## src/rtl/radix2_div_pkg.sv

```systemverilog
// Shared types and helpers for the radix-2 SRT divider.
//   state_t : FSM states IDLE -> NORM -> ITER -> FIX -> DONE
//   digit_t : signed quotient digit encoding {POS, ZERO, NEG}
//   clog2   : ceiling log2, usable in parameter expressions
//   ew_for  : default quoexp width able to hold +/-DSIZE
package radix2_div_pkg;

  typedef enum logic [2:0] {
    ST_IDLE = 3'd0,
    ST_NORM = 3'd1,
    ST_ITER = 3'd2,
    ST_FIX  = 3'd3,
    ST_DONE = 3'd4
  } state_t;

  typedef enum logic [1:0] {
    DIG_ZERO = 2'b00,
    DIG_POS  = 2'b01,
    DIG_NEG  = 2'b11
  } digit_t;

  function automatic int clog2(input int value);
    int r = 0;
    for (int v = value - 1; v > 0; v = v >> 1) r++;
    return r;
  endfunction

  // Two's complement width that represents -dsize .. +dsize.
  function automatic int ew_for(input int dsize);
    return clog2(dsize + 1) + 1;
  endfunction

  localparam int DEF_DSIZE = 8;
  localparam int DEF_PSIZE = 8;
  localparam int DEF_EW    = ew_for(DEF_DSIZE);

endpackage

```

## src/rtl/radix2_srt_div_seq_if.sv

```systemverilog
// Operand/result handshake bundle of the radix-2 SRT divider.
//   in_valid/in_ready     : operand handshake (signed_mode, dividend, divisor)
//   out_valid/out_ready   : result handshake (quotient, quoexp, sign, div_zero)
//   master : operand sequencer / result consumer side
//   slave  : divider side
interface radix2_srt_div_seq_if
  import radix2_div_pkg::*;
#(
  parameter int DSIZE = DEF_DSIZE,
  parameter int PSIZE = DEF_PSIZE,
  parameter int EW    = ew_for(DSIZE)
);
  logic             in_valid;
  logic             in_ready;
  logic             signed_mode;
  logic [DSIZE-1:0] dividend;
  logic [DSIZE-1:0] divisor;
  logic             out_valid;
  logic             out_ready;
  logic [PSIZE-1:0] quotient;
  logic [EW-1:0]    quoexp;
  logic             sign;
  logic             div_zero;

  modport master (
    output in_valid, signed_mode, dividend, divisor, out_ready,
    input  in_ready, out_valid, quotient, quoexp, sign, div_zero
  );

  modport slave (
    input  in_valid, signed_mode, dividend, divisor, out_ready,
    output in_ready, out_valid, quotient, quoexp, sign, div_zero
  );
endinterface

```

## src/rtl/radix2_lzc.sv

```systemverilog
// Combinational leading-zero counter.
//   value : DSIZE-bit operand
//   count : number of leading zeros; DSIZE when value is 0
module radix2_lzc
  import radix2_div_pkg::*;
#(
  parameter  int DSIZE = DEF_DSIZE,
  localparam int CW    = clog2(DSIZE + 1)
) (
  input  logic [DSIZE-1:0] value,
  output logic [CW-1:0]    count
);
  // NOTE: every variable written in always_comb gets a default first, otherwise
  // a path that skips the assignment infers a latch.
  always_comb begin
    count = CW'(DSIZE);
    // Ascending scan: the last hit is the most significant set bit.
    for (int i = 0; i < DSIZE; i++) begin
      if (value[i]) count = CW'(DSIZE - 1 - i);
    end
  end
endmodule

```

## src/rtl/radix2_srt_div_seq.sv

```systemverilog
// Iterative radix-2 SRT divider, signed or unsigned per operation.
// Result value = (-1)^sign * quotient * 2^quoexp / 2^(PSIZE-1).
//   clock : rising-edge clock
//   rst   : synchronous active-high reset
//   bus   : slave side of radix2_srt_div_seq_if (operand and result handshakes)
// Normal path: accept, NORM, PSIZE+1 ITER cycles, FIX, DONE.
// Zero dividend / zero divisor: accept, NORM, FIX (result already final), DONE.
module radix2_srt_div_seq
  import radix2_div_pkg::*;
#(
  parameter int DSIZE = DEF_DSIZE,
  parameter int PSIZE = DEF_PSIZE,
  parameter int EW    = ew_for(DSIZE)
) (
  input  logic                 clock,
  input  logic                 rst,
  radix2_srt_div_seq_if.slave  bus
);
  localparam int WW = DSIZE + 3;          // partial remainder width
  localparam int CW = clog2(DSIZE + 1);   // leading-zero count width
  localparam int NW = clog2(PSIZE + 1);   // digit counter width

  state_t state, state_nxt;
  logic   accept;

  // Working registers
  logic [DSIZE-1:0]       a_mag, d_mag;
  logic                   neg;
  logic                   special;
  logic signed [WW-1:0]   w, dvs;
  logic [PSIZE:0]         q, qm;
  logic [NW-1:0]          cnt;
  logic signed [EW-1:0]   e0;

  // Result registers
  logic [PSIZE-1:0]       quotient_r;
  logic [EW-1:0]          quoexp_r;
  logic                   sign_r, div_zero_r;

  // Combinational datapath
  logic [CW-1:0]          lzc_a, lzc_d;
  logic [DSIZE-1:0]       a_norm, d_norm;
  logic signed [EW-1:0]   e0_c;
  logic signed [WW-1:0]   two_w, w_nxt;
  logic [2:0]             top3;
  digit_t                 digit;
  logic [PSIZE:0]         res;

  function automatic logic [DSIZE-1:0] magnitude(input logic [DSIZE-1:0] v, input logic sm);
    return (sm && v[DSIZE-1]) ? (~v + DSIZE'(1)) : v;
  endfunction

  radix2_lzc #(.DSIZE(DSIZE)) u_lzc_a (.value(a_mag), .count(lzc_a));
  radix2_lzc #(.DSIZE(DSIZE)) u_lzc_d (.value(d_mag), .count(lzc_d));

  // ---------------- FSM ----------------
  // NOTE: clocked state uses non-blocking assignments so every register samples
  // pre-edge values regardless of process ordering.
  always_ff @(posedge clock) begin
    if (rst) state <= ST_IDLE;
    else     state <= state_nxt;
  end

  always_comb begin
    state_nxt = state;
    accept    = 1'b0;
    unique case (state)
      ST_IDLE: if (bus.in_valid) begin
        accept    = 1'b1;
        state_nxt = ST_NORM;
      end
      ST_NORM: state_nxt = (d_mag == '0 || a_mag == '0) ? ST_FIX : ST_ITER;
      ST_ITER: if (cnt == NW'(PSIZE)) state_nxt = ST_FIX;
      ST_FIX:  state_nxt = ST_DONE;
      ST_DONE: if (bus.out_ready) state_nxt = ST_IDLE;
      default: state_nxt = ST_IDLE;
    endcase
  end

  assign bus.in_ready  = (state == ST_IDLE);
  assign bus.out_valid = (state == ST_DONE);
  assign bus.quotient  = quotient_r;
  assign bus.quoexp    = quoexp_r;
  assign bus.sign      = sign_r;
  assign bus.div_zero  = div_zero_r;

  // ---------------- datapath ----------------
  assign a_norm = a_mag << lzc_a;
  assign d_norm = d_mag << lzc_d;
  assign e0_c   = EW'(lzc_d) - EW'(lzc_a);

  // w carries DSIZE+1 fraction bits; |w| <= D < 1 so the shifted value
  // never overflows the sign bit.
  assign two_w = {w[WW-2:0], 1'b0};
  assign top3  = two_w[WW-1:WW-3];   // floor(2w) in units of 1/2

  always_comb begin
    digit = DIG_ZERO;
    if (!top3[2] && (top3[1] || top3[0]))      digit = DIG_POS;  // 2w >= +1/2
    else if (top3[2] && !(top3[1] && top3[0])) digit = DIG_NEG;  // 2w <  -1/2
  end

  always_comb begin
    w_nxt = two_w;
    unique case (digit)
      DIG_POS: w_nxt = two_w - dvs;
      DIG_NEG: w_nxt = two_w + dvs;
      default: w_nxt = two_w;
    endcase
  end

  // Negative final remainder means Q overshot by one ulp; QM is already Q-1.
  assign res = w[WW-1] ? qm : q;

  // NOTE: working registers carry no reset; each is loaded before it is read
  // in every operation, so only state and visible outputs need one.
  always_ff @(posedge clock) begin
    unique case (state)
      ST_IDLE: if (accept) begin
        a_mag <= magnitude(bus.dividend, bus.signed_mode);
        d_mag <= magnitude(bus.divisor, bus.signed_mode);
        neg   <= bus.signed_mode & (bus.dividend[DSIZE-1] ^ bus.divisor[DSIZE-1]);
      end
      ST_NORM: begin
        special <= (d_mag == '0) || (a_mag == '0);
        // Start from A/2 so the first remainder is below every normalised D.
        w       <= WW'(a_norm);
        dvs     <= {2'b00, d_norm, 1'b0};
        e0      <= e0_c;
        q       <= '0;
        qm      <= '1;
        cnt     <= '0;
      end
      ST_ITER: begin
        w   <= w_nxt;
        cnt <= cnt + NW'(1);
        // On-the-fly conversion: Q and QM = Q-1 both append one bit per digit.
        unique case (digit)
          DIG_POS: begin q <= {q[PSIZE-1:0], 1'b1};  qm <= {q[PSIZE-1:0], 1'b0};  end
          DIG_NEG: begin q <= {qm[PSIZE-1:0], 1'b1}; qm <= {qm[PSIZE-1:0], 1'b0}; end
          default: begin q <= {q[PSIZE-1:0], 1'b0};  qm <= {qm[PSIZE-1:0], 1'b1}; end
        endcase
      end
      default: ;
    endcase
  end

  always_ff @(posedge clock) begin
    if (rst) begin
      quotient_r <= '0;
      quoexp_r   <= '0;
      sign_r     <= 1'b0;
      div_zero_r <= 1'b0;
    end else begin
      unique case (state)
        ST_NORM: begin
          if (d_mag == '0) begin
            div_zero_r <= 1'b1;
            quotient_r <= '1;
            quoexp_r   <= {1'b0, {(EW-1){1'b1}}};
            sign_r     <= neg;
          end else if (a_mag == '0) begin
            div_zero_r <= 1'b0;
            quotient_r <= '0;
            quoexp_r   <= '0;
            sign_r     <= 1'b0;
          end
        end
        ST_FIX: if (!special) begin
          div_zero_r <= 1'b0;
          sign_r     <= neg;
          // res holds A/(2D); its top bit is the integer digit of A/D.
          if (res[PSIZE]) begin
            quotient_r <= res[PSIZE:1];
            quoexp_r   <= e0;
          end else begin
            quotient_r <= res[PSIZE-1:0];
            quoexp_r   <= e0 - EW'(1);
          end
        end
        default: ;
      endcase
    end
  end

endmodule

```

## src/flat_wrapper.sv

```systemverilog
// flat-port wrapper written by rule: the top's interface ports become plain ports
module radix2_srt_div_seq_flat import radix2_div_pkg::*;
#(
  parameter int DSIZE = DEF_DSIZE,
  parameter int PSIZE = DEF_PSIZE,
  parameter int EW    = ew_for(DSIZE)
)
  (clock, rst, bus_in_valid, bus_signed_mode, bus_dividend, bus_divisor, bus_out_ready, bus_in_ready, bus_out_valid, bus_quotient, bus_quoexp, bus_sign, bus_div_zero);
  radix2_srt_div_seq_if #(.DSIZE(DSIZE), .PSIZE(PSIZE), .EW(EW)) bus_i ();
  input  logic clock;
  input  logic rst;
  input wire logic [$bits(bus_i.in_valid)-1:0] bus_in_valid;
  input wire logic [$bits(bus_i.signed_mode)-1:0] bus_signed_mode;
  input wire logic [$bits(bus_i.dividend)-1:0] bus_dividend;
  input wire logic [$bits(bus_i.divisor)-1:0] bus_divisor;
  input wire logic [$bits(bus_i.out_ready)-1:0] bus_out_ready;
  output wire logic [$bits(bus_i.in_ready)-1:0] bus_in_ready;
  output wire logic [$bits(bus_i.out_valid)-1:0] bus_out_valid;
  output wire logic [$bits(bus_i.quotient)-1:0] bus_quotient;
  output wire logic [$bits(bus_i.quoexp)-1:0] bus_quoexp;
  output wire logic [$bits(bus_i.sign)-1:0] bus_sign;
  output wire logic [$bits(bus_i.div_zero)-1:0] bus_div_zero;
  assign bus_i.in_valid = bus_in_valid;
  assign bus_i.signed_mode = bus_signed_mode;
  assign bus_i.dividend = bus_dividend;
  assign bus_i.divisor = bus_divisor;
  assign bus_i.out_ready = bus_out_ready;
  assign bus_in_ready = bus_i.in_ready;
  assign bus_out_valid = bus_i.out_valid;
  assign bus_quotient = bus_i.quotient;
  assign bus_quoexp = bus_i.quoexp;
  assign bus_sign = bus_i.sign;
  assign bus_div_zero = bus_i.div_zero;
  radix2_srt_div_seq #(.DSIZE(DSIZE), .PSIZE(PSIZE), .EW(EW)) u_core (.clock(clock), .rst(rst), .bus(bus_i));
endmodule
```

## config.mk

```make
export PLATFORM = sky130hd
export DESIGN_NAME = radix2_srt_div_seq_flat
export DESIGN_NICKNAME = d
export VERILOG_FILES = /design/src/rtl/radix2_div_pkg.sv /design/src/rtl/radix2_srt_div_seq_if.sv /design/src/rtl/radix2_lzc.sv /design/src/rtl/radix2_srt_div_seq.sv /design/src/flat_wrapper.sv
export SDC_FILE = /design/constraint.sdc
export NUM_CORES = 1
export LEC_CHECK = 0
export ABC_AREA = 1
export CAP_MARGIN = 20
export CORE_ASPECT_RATIO = 0.75
export CORE_UTILIZATION = 59
export CTS_CLUSTER_SIZE = 16
export DETAILED_ROUTE_END_ITERATION = 10
export PLACE_DENSITY = 0.88
export SLEW_MARGIN = 0
export SYNTH_ARGS = -nofsm -noshare
export SYNTH_HDL_FRONTEND = slang
export SYNTH_SLANG_ARGS = --single-unit
```

## constraint.sdc

```tcl
create_clock -name clock -period 3.3 [get_ports clock]
set_input_delay 0.66 -clock clock [delete_from_list [all_inputs] [get_ports clock]]
set_output_delay 0.66 -clock clock [all_outputs]
set_load 0.01 [all_outputs]
```

======== Word-level counts from Yosys, hierarchy flattened ========
Index checks and enable logic that the tools add are counted.
W data, S select, Z words.
storage, ports and cells
  register bits after elaboration ......... 82
  bits of input ports ..................... 21
  logic and storage cells ................. 109
operators by class
  add/subtract/negate cells ............... 7
  eq/ne operators ......................... 12
  shift operators ......................... 2
  multiplexer cells ....................... 52
  bitwise logic cells ..................... 4
  reductions and logical operators ........ 17
operators by type and width
  cell                   count
  $pmux W9 S2            4
  $mux W4                16
  $mux W8                6
  $pmux W11 S2           2
  $mux W5                4
  $add A8 B1 Y8 const B  2
  $logic_not A8 Y1       2
  $not A8 Y8             2
  $pmux W8 S2            1
  $shl A8 B4 Y8          2
  $pmux W3 S5            1
  $add A11 B10 Y11       1
  $sub A11 B10 Y11       1
  $pmux W5 S2            1
  $mux W3                3
  $mux W9                1
  $mux W1                8
  $pmux W4 S2            1
  $eq A3 B2 Y1 const B   2
  $ne A2 B2 Y1 const B   3
  $reduce_and A3 Y1      2
  $logic_and A1 B1 Y1    5
  $sub A4 B4 Y5          1
  $sub A5 B2 Y5 const B  1
  other kinds (17)       22

======== Depth between registers and ports, before layout ========
  word-level depth ........................ 10
  mapped depth ............................ 15

======== Hierarchy ========
A second synthesis with hierarchy kept.
second synthesis, totals
  cell total of the unflattened synthesis .. 714
  area, all modules ....................... 5444.0 sq um
by module, submodules not included
  module              instances  cells each  area each (sq um)  seq. area each (sq um)
  radix2_srt_div_seq  1          672         5241.3             2282.2
  radix2_lzc          2          21          101.3              0.0

======== Least setup slack after synthesis ========
OpenSTA, ideal clock, no wires.
  path type ............................... input-to-reg
  from .................................... in bus_in_valid
  to ...................................... reg u_core.a_mag[0], enable pin
  library setup time ...................... 435 ps
  arrival time ............................ 2355 ps
  data required time ...................... 2865 ps
  setup slack ............................. 510 ps
  stages .................................. 2
  buffers on the path ..................... 0
  cell sequence ........................... inv_1 nor4_1
on the way
  word-level cells in the longest chain between the ends .. 3
ends and longest elaborated chain
  item                                RTL line                   text
  from (decl)                         flat_wrapper.sv:12         input wire logic [$bits(bus_i.in_valid)-1:0] bus_in_valid;
  $mux W1                             radix2_srt_div_seq.sv:68   ST_IDLE: if (bus.in_valid) begin
  $mux W1                             radix2_srt_div_seq.sv:67   unique case (state)
  $reduce_and A2 Y1 (no source line)  n/a
  to (signal assigned)                radix2_srt_div_seq.sv:120  a_mag <= magnitude(bus.dividend, bus.signed_mode);
  to (decl)                           radix2_srt_div_seq.sv:27   logic [DSIZE-1:0] a_mag, d_mag;
Every way passes these cells.
A chain may end at the register's enable or synchronous reset.

======== Worst setup path in the final report ========
  from .................................... reg u_core.dvs[1]
  to ...................................... reg u_core.w[10], data pin
on the way
  word-level cells in the longest chain between the ends .. 3
  elaborated cells between the ends (all ways) .. 4
  those cells by class .................... add/sub: 2; mux: 2
ends and longest elaborated chain
  item                                                         RTL line                                              text
  from (decl)                                                  radix2_srt_div_seq.sv:30                              logic signed [WW-1:0] w, dvs;
  from (signal assigned)                                       radix2_srt_div_seq.sv:128                             dvs <= {2'b00, d_norm, 1'b0};
  $add A11 B10 Y11 / $sub A11 B10 Y11 (equally long branches)  radix2_srt_div_seq.sv:107, radix2_srt_div_seq.sv:106
  $pmux W11 S2 *                                               radix2_srt_div_seq.sv:105                             unique case (digit)
  $pmux W11 S2 *                                               radix2_srt_div_seq.sv:118                             unique case (state)
  to (signal assigned)                                         radix2_srt_div_seq.sv:127                             w <= WW'(a_norm);
  to (signal assigned)                                         radix2_srt_div_seq.sv:135                             w <= w_nxt;
  to (decl)                                                    radix2_srt_div_seq.sv:30
Every way passes the cells marked *; elsewhere a longest branch is shown, timed or not.

==> results.cfg <==
[routing]
drt_iter0_markers = 418
wl_per_cell_um = 14.6
routed_wl_um = 11900
drc_errors = 0
vias = 4593
ant_nets = 0
drtPass1Iterations = 5
viasPerCell = 5.66

[flow_run]
maxCapViolations = 0

[yosys]
synth_area_leader_cell = edfxtp_1
yosysTopAreaCellShare = 0.370
synth_area_leaders = edfxtp_1 37%, nand2_1 11%, dfxtp_1 6.9%, inv_1 6.9%, nand3_1 5.1%
synth_common_cells = 148 x nand2_1, 95 x inv_1, 65 x nor2_1, 64 x edfxtp_1, 53 x nand3_1
yosys_warnings = 0
synth_cell_type_count = 39
yosys_most_used_dff = edfxtp_1
synth_area_per_cell_um2 = 7.91
synth_fp_nets = 698
ys_seq_area_frac = 0.440
yosysMostFrequentCell = nand2_1
async_flop_share = 0
synth_edf_count = 64
synth_area_um2 = 5190
syn-instance-count = 656
synth-seq-cells = 82

[place]
hpwl_um = 8630
dp.cells = 796
io_buffers = 37
place_ws_ps = 720
globalplace.congestion = 1.00

[global_route]
grt_max_degree = 34
grt_usage = 0.281
grt_pass1_wl_um = 20200
grt_pass1_vias = 4534
globalRouteOverflowTotal = 0
grt_antenna_before_repair = 0

[cts]
cts_tree = done
insertion_delay_ps = 350
cts_root_buffer = clkbuf_16
ctsResizeCount = 0
htreeDepth = 3
cts_hold_buf = 0
cts_buffers = 9
clkTransAtPathRegs_ps = 70
cts_setup_buffers = 0
clk_path_buf_depth = 2
clkSinkCount = 82

[timing]
fmax_mhz = 375
rsz0062_at_grt = no
setup_viol = 0
timing_hold_violations_final = 0
tightest_slew_ps = 983
slew_viol_final = 0
skew_ps = 13.1
setup_slack_ps = 635
period_needed_ps = 2660
max_slew_margin = 0.340
post-route-period-util = 0.808
tns_ps = 0

[power]
p_leak_nw = 2.75
peakVddDrop_mv = 0.493
power-per-cell-area_nw_per_um2 = 734

[hold_path]
hold_class = flop to flop

[cells_and_area]
instances_no_fill = 812
nets = 741
drive_above_1_share = 0.0668
diodes = 0
syn_to_final_growth_pct = 15.6

[worst_setup_path]
crit_start = u_core.dvs[1]
rr_startpoint = u_core.dvs[1]
ff2ff_setup_slack_ps = 640
cp.arrival_ps = 2860
worstPathRequired_ps = 3490
cp_max_fo = 6
cp-end-kind = flop
reg2regPathDepth = 14
crit_path_start_kind = flop
criticalPathCategory = flop to flop
rr_endpoint = u_core.w[10]
cp-endpoint = u_core.w[10]

[die]
ios = 38
num_rows = 29
die_x_um = 110
core_area_um2 = 8490
die_h_um = 83.2
start_util = 0.611
dieArea_um2 = 9180

[status]
status = completed
==> power breakdown <==
group          total, mW  internal, mW  switching, mW
sequential          1.57          1.42          0.149
combinational       1.79         0.613           1.17
clock               1.05         0.581          0.468
==> sequential cells by signal (all words and copies together) (netlist names), 8 cells and up <==
register	count
u_core.q	9
u_core.qm	9
u_core.w	11
u_core.d_mag	8
u_core.bus.quotient	8
u_core.dvs	8
u_core.a_mag	8
==> final cells by class <==
cell class | count | area, um2
Inverter | 103 | 387
Clock inverter | 6 | 60.1
Tap cell | 108 | 135
Sequential cell | 82 | 2280
Clock buffer | 10 | 250
Multi-Input combinational cell | 460 | 2470
Timing Repair Buffer | 43 | 415
Fill cell | 639 | 2490
==> through the flow <==
stage / total power, mW / util / cell area (um2) / hold WS (ps)
5_1_grt: 4.68 / 0.706 / 6000 / 495
3_5_place_dp: 3.30 / 0.670 / 5690 / 464
3_3_place_gp: 3.19 / 0.670 / 5690 / 454
6_report: 4.40 / 0.706 / 6000 / 471
2_1_floorplan: 2.84 / - / 5190 / 449
4_1_cts: 4.37 / 0.706 / 6000 / 475
==> cells by family (layout without fill, tap and decap cells) <==
logic type / after synthesis / in the layout / share of synthesized area
and+or+nand+nor: 298 / 298 / 0.252
AOI/OAI and AO/OA: 115 / 115 / 0.125
buffers and inverters: 114 / 162 / 0.0861
DFF: 82 / 82 / 0.440
xor gates and xnor gates: 26 / 26 / 0.0439
adders and majority gates: 21 / 21 / 0.0535
==> cells in the final DEF, fill, tap and decap left out, types with 3 or more instances in the layout <==
cell type,n
a21boi_0,3
a21oi_1,34
buf_4,6
o21ai_0,47
o211ai_1,4
nand4_1,6
nand2_2,7
ha_1,19
xor2_1,20
clkdlybuf4s50_1,37
o21ai_1,9
inv_8,4
a22oi_1,3
o22ai_1,6
nor3_1,3
nor2_1,65
inv_1,95
xnor2_1,6
edfxtp_1,64
nand3_1,53
nand2_1,148
clkbuf_16,10
inv_2,6
dfxtp_1,18
==> worst min-delay path by stage <==
stage	cells past startpoint	to	startpoint	slack, ps
6_report	2	u_core.bus.div_zero	u_core.bus.div_zero	470
2_1_floorplan	2	u_core.bus.sign	u_core.neg	450
4_1_cts	2	u_core.bus.div_zero	u_core.bus.div_zero	480
3_3_place_gp	2	u_core.bus.div_zero	u_core.bus.div_zero	450
3_5_place_dp	2	u_core.bus.div_zero	u_core.bus.div_zero	460
5_1_grt	2	u_core.bus.quoexp[1]	u_core.bus.quoexp[1]	500
==> critical path: stages, from the launching register on <==
cell,delay (ps)
edfxtp_1,400
inv_1,110
ha_1,190
nand3_1,120
nor2_1,160
nand2_1,70
nand2_1,80
xor2_1,190
ha_1,320
a21o_1,210
a21boi_0,220
nand3_1,130
nand2_1,90
nand3_1,80
a21oi_1,140
==> metal layers <==
metal  up-vias  share of wire  GRT usage
li1       2262              -          -
met1      2112           0.43      0.375
met2       192           0.48      0.456
met3        27          0.069     0.0502
met4         0          0.021      0.102
met5         -              0          0
(Power assumes the default switching activity.)
